`src/rtl/mux_nway_scan.sv`:
```
// N-way registered channel mux with direct select and timed scan rotation.
// Feeds display/debug channel rotation in the CPU and test-harness layer.
module mux_nway_scan #(
  parameter int N     = 8,
  parameter int WIDTH = 16,
  parameter int SW    = (N > 2) ? $clog2(N) : 1,
  parameter int DW    = 8
) (
  input  logic               clock,
  input  logic               reset_n,
  input  logic               en,
  input  logic               mode,
  input  logic [SW-1:0]      sel_in,
  input  logic [DW-1:0]      dwell,
  input  logic [N*WIDTH-1:0] in_bus,
  output logic [WIDTH-1:0]   out,
  output logic [SW-1:0]      cur_sel,
  output logic               out_valid,
  output logic               wrap,
  output logic               sel_err
);

  localparam logic [SW-1:0] LAST = SW'(N - 1);
  localparam logic [SW:0]   NV   = (SW + 1)'(N);

  logic [DW-1:0]    cnt;
  logic [DW-1:0]    cnt_eff;
  logic [DW-1:0]    cnt_nxt;
  logic             mode_q;
  logic [SW-1:0]    sel_nxt;
  logic             wrap_nxt;
  logic             err_nxt;
  logic [WIDTH-1:0] ch_out;

  // count only carries over between consecutive enabled scan edges
  always_comb begin
    cnt_eff  = mode_q ? cnt : '0;
    sel_nxt  = cur_sel;
    cnt_nxt  = '0;
    wrap_nxt = 1'b0;
    err_nxt  = 1'b0;
    if (mode) begin
      if (cnt_eff >= dwell) begin
        wrap_nxt = (cur_sel == LAST);
        sel_nxt  = wrap_nxt ? '0 : cur_sel + 1'b1;
      end else begin
        cnt_nxt = cnt_eff + 1'b1;
      end
    end else if ({1'b0, sel_in} < NV) begin
      sel_nxt = sel_in;
    end else begin
      err_nxt = 1'b1;
    end
  end

  always_comb begin
    ch_out = '0;
    for (int k = 0; k < N; k++) begin
      if (sel_nxt == SW'(k)) begin
        ch_out = in_bus[k*WIDTH +: WIDTH];
      end
    end
  end

  always_ff @(posedge clock) begin
    if (!reset_n) begin
      out       <= '0;
      cur_sel   <= '0;
      cnt       <= '0;
      mode_q    <= 1'b0;
      out_valid <= 1'b0;
      wrap      <= 1'b0;
      sel_err   <= 1'b0;
    end else if (en) begin
      out       <= ch_out;
      cur_sel   <= sel_nxt;
      cnt       <= cnt_nxt;
      mode_q    <= mode;
      out_valid <= 1'b1;
      wrap      <= wrap_nxt;
      sel_err   <= err_nxt;
    end else begin
      out_valid <= 1'b0;
      wrap      <= 1'b0;
      sel_err   <= 1'b0;
    end
  end

endmodule

```
`config.mk`:
```
export PLATFORM = sky130hd
export DESIGN_NAME = mux_nway_scan
export DESIGN_NICKNAME = d
export VERILOG_FILES = /design/src/rtl/mux_nway_scan.sv
export SDC_FILE = /design/constraint.sdc
export NUM_CORES = 1
export LEC_CHECK = 0
export ABC_AREA = 1
export BUFFER_PORTS_ARGS = -buffer_cell sky130_fd_sc_hd__buf_2
export CORE_MARGIN = 5
export CORE_UTILIZATION = 40
export DETAILED_ROUTE_END_ITERATION = 12
export PLACE_DENSITY = 0.75
export SYNTH_ARGS = -nofsm -noshare
export SYNTH_HDL_FRONTEND = slang
export SYNTH_SLANG_ARGS = --single-unit
```
`constraint.sdc`:
```
create_clock -name clock -period 5.8 [get_ports clock]
set_clock_uncertainty 0.15 [all_clocks]
set_input_delay 1.16 -clock clock [delete_from_list [all_inputs] [get_ports clock]]
set_output_delay 1.16 -clock clock [all_outputs]
set_load 0.02 [all_outputs]
```
==> out/results.txt <==
Portion of the post-synthesis area used by sequential elements -> 0.2173
Number of cells traversed by the worst register-to-register path -> 18
Initial core utilization -> 0.4091
Unique cell type count in the Yosys netlist -> 32
Cell Pwr Density -> 167.1 nW/um^2
HPWL Detailed -> 8175 microns
Cell row count -> 30
Final instance area -> 3607 sq um
Final max-slew violation count -> 0
Antenna diodes -> 0
TritonCTS buffer count -> 5
Area occupied by multi-input gates -> 1717 sq um
Clock-pin slew of the registers on the worst-case setup and hold paths -> 0.06 ns
Worst slew pin tran -> 1.148 ns
Root Buffer -> sky130_fd_sc_hd__clkbuf_8
Post-route setup TNS -> 0 ns
Cell count after synthesis -> 461
Reported leakage power -> 2.075 nW
Placed instance area -> 3528 sq um
Core Area -> 6756 sq um
Hold violation total from the final report -> 0
Count of buffers inserted at the top-level ports -> 163
Synth Register Bits -> 30
Number of fillers in the final layout -> 708
Initial DRT Pass Iterations -> 5
Setup-failing EPs final -> 0
Result of the run -> finished, final reports clean
Syn nets -> 615
Setup Crit Path Kind -> input port to flop
Maximum fanout along the worst path -> 32
Switching power as a share of total power -> 0.3659
Worst setup timing slack at the placement stage -> 1.538 ns
Cell-internal power -> 0.3823 mW
Total Nets Final -> 761
Overall die height -> 93.13 microns
Part of the total power dissipated in sequential elements -> 0.380
Synthesized area divided by synthesized cell count -> 5.995 sq um
Global placement routability congestion -> 0.9353
Arrival time reported for the critical path endpoint -> 4.06 ns
Layout cell share with drive strength beyond 1 -> 0.3130
Antenna viol nets, final -> 0
Net switching power figure -> 0.2206 mW
Post-layout min period -> 3.977 ns
Clock share of power -> 0.267
Maximum number of pins on one net before global-route repair -> 55
Post-synthesis instance area -> 2764 sq um
Detail-routed net length per standard cell -> 14.56 microns
DR vias -> 3579
Fmax -> 0.2514 GHz
Bufs on Longest Clock Path -> 2
Warnings, synthesis -> 0
Worst-Skew Late Latency -> 0.29 ns
Final WL -> 10000 microns
CP Capture Type -> flop
Gr usage total -> 0.2223
Antenna violations before repair -> 0
CTS tree -> yes
Mean number of vias per cell -> 5.210
DRC violations left -> 0
Number of clock sinks -> 30
Horizontal extent of the die -> 93.13 microns
DRT iter0 DRCs -> 235
I/O pin cnt -> 165
Count of cells along the worst hold path -> 2
Area of all sequential standard cells -> 600.6 sq um
Vias in the first global route -> 3258
RSZ-0062 raised after global routing -> no
Combinational power share -> 0.354
Count of instances resized after the clock tree is built -> 0
Critical path data required time -> 5.88 ns
Worst reg-to-reg setup slack -> 2.07 ns
Buffer count from post-CTS setup fixing -> 0
Layout area overhead -> 30.51%
First-pass GRT wire length -> 15610 microns
Leftover overflow at the end of global routing -> 0
Highest ir drop seen on vdd -> 74.24 uV
DIE AREA -> 8672 sq um
Min setup slack post-route -> 1.823 ns
Fraction of the cycle the final worst path needs -> 0.6857
Headroom to the max-slew limit -> 0.2325
Min-Delay Path Class -> flop to flop
Category of the worst setup path launch point -> input port
H-Tree Level Count -> 2
Max-cap violations -> 0
Hold buffer count at cts -> 0
through the flow:
| stage | utilization | hold WS, ns | instances | power (mW) |
|---|---|---|---|---|
| detailed placement | 0.5222 | 0.2859 | 680 | 0.4436 |
| floorplan | - | 0.2733 | 461 | 0.3607 |
| global placement | 0.5222 | 0.2836 | 680 | 0.4407 |
| global route | 0.5339 | 0.3156 | 687 | 0.6380 |
| finish | 0.5339 | 0.3013 | 687 | 0.6029 |
| CTS | 0.5339 | 0.3027 | 687 | 0.6026 |
placed cells by master (no fill, tap or decap), drive strengths merged:
master  count
a21o        1
a21oi      35
buf       164
clkbuf      5
clkinv      3
conb        1
dfxtp      30
ha         11
inv        75
nand2     120
nand3      58
nand4      37
nor2       45
nor3        7
o21ai       4
o22ai       4
o31ai       1
o32ai       3
o41ai       1
or2         1
xor2        1
flip-flops by register name, indices dropped and copies added (netlist names):
signal	flops
mode_q	1
out	16
out_valid	1
cur_sel	3
wrap	1
cnt	8
synthesized netlist by cell type:
cell                         n  area [sq um]
sky130_fd_sc_hd__nand2_1   115         431.7
sky130_fd_sc_hd__inv_1      74         277.8
sky130_fd_sc_hd__nand3_1    54         270.3
sky130_fd_sc_hd__nor2_1     40         150.1
sky130_fd_sc_hd__nand4_1    37         231.5
sky130_fd_sc_hd__a21oi_1    35         175.2
sky130_fd_sc_hd__dfxtp_1    30         600.6
sky130_fd_sc_hd__ha_1       11         137.6
sky130_fd_sc_hd__buf_2      10         50.05
sky130_fd_sc_hd__clkbuf_1    6         22.52
sky130_fd_sc_hd__buf_4       5         37.54
sky130_fd_sc_hd__nand2_2     4         25.02
sky130_fd_sc_hd__nor3_1      4         20.02
sky130_fd_sc_hd__o21ai_0     4         20.02
sky130_fd_sc_hd__o22ai_1     4         25.02
sky130_fd_sc_hd__buf_6       3         33.78
sky130_fd_sc_hd__nor2_4      3         33.78
sky130_fd_sc_hd__nor3_4      3         48.80
sky130_fd_sc_hd__o32ai_1     3         26.28
sky130_fd_sc_hd__nand3_2     2         20.02
sky130_fd_sc_hd__nand3_4     2         35.03
sky130_fd_sc_hd__nor2_2      2         12.51
sky130_fd_sc_hd__a21o_1      1         7.510
sky130_fd_sc_hd__buf_8       1         15.01
sky130_fd_sc_hd__clkinv_1    1         3.750
sky130_fd_sc_hd__conb_1      1         3.750
sky130_fd_sc_hd__inv_4       1         6.260
sky130_fd_sc_hd__nand2_4     1         11.26
sky130_fd_sc_hd__o31ai_1     1         7.510
sky130_fd_sc_hd__o41ai_1     1         8.760
sky130_fd_sc_hd__or2_2       1         6.260
sky130_fd_sc_hd__xor2_1      1         8.760
final cells by class:
class,instances,share of cell area
Inverter,76,0.07978
Multi-Input combinational cell,330,0.4759
Timing Repair Buffer,164,0.2282
Tap cell,80,0.02775
Clock buffer,5,0.01908
Sequential cell,30,0.1665
Clock inverter,2,0.002775
power by group through the flow:
stage / Clock [mW] / Sequential, mW / Combinational [mW]
finish: 0.161 / 0.229 / 0.213
global route: 0.173 / 0.230 / 0.235
CTS: 0.163 / 0.229 / 0.211
detailed placement: 0 / 0.233 / 0.210
global placement: 0 / 0.233 / 0.208
floorplan: 0 / 0.247 / 0.114
kinds of logic after synthesis:
group	share of synthesized area
flip-flops	0.2173
AO/OA/AOI/OAI	0.09779
other	0.001357
adder cells (fa/ha/maj)	0.04980
AND/OR/NAND/NOR	0.4690
buffers and inverters	0.1616
XOR/XNOR	0.003169
worst paths after layout:
kind | to | startpoint
worst max register to register | out[10] | mode_q
worst min register to register | out[4] | out[4]
worst min-delay path | out[4] | out[4]
worst max-delay path | out[10] | dwell[3]
per-layer routing:
layer | track usage | up-vias | routed length, microns
met2 | 0.3491 | 185 | 4685
met1 | 0.3006 | 1580 | 4173
li1 | - | 1790 | -
met4 | 0.06960 | 0 | 250
met5 | 0 | - | 0
met3 | 0.05229 | 24 | 893
worst max-delay path, cell delays in order:
cell                      delay [ns]
sky130_fd_sc_hd__buf_2          0.07
sky130_fd_sc_hd__inv_1          0.03
sky130_fd_sc_hd__ha_1           0.30
sky130_fd_sc_hd__nand2_1        0.09
sky130_fd_sc_hd__inv_1          0.04
sky130_fd_sc_hd__nand2_1        0.05
sky130_fd_sc_hd__nand2_1        0.07
sky130_fd_sc_hd__nand2_1        0.18
sky130_fd_sc_hd__nand3_4        0.17
sky130_fd_sc_hd__nand2_2        0.10
sky130_fd_sc_hd__nand3_2        0.08
sky130_fd_sc_hd__nand2_4        0.27
sky130_fd_sc_hd__inv_1          0.14
sky130_fd_sc_hd__nor3_4         0.88
sky130_fd_sc_hd__a21oi_1        0.11
sky130_fd_sc_hd__nand4_1        0.19
sky130_fd_sc_hd__nand2_1        0.07
sky130_fd_sc_hd__nand2_1        0.05
Note: power is estimated with default switching activity, not from simulation.
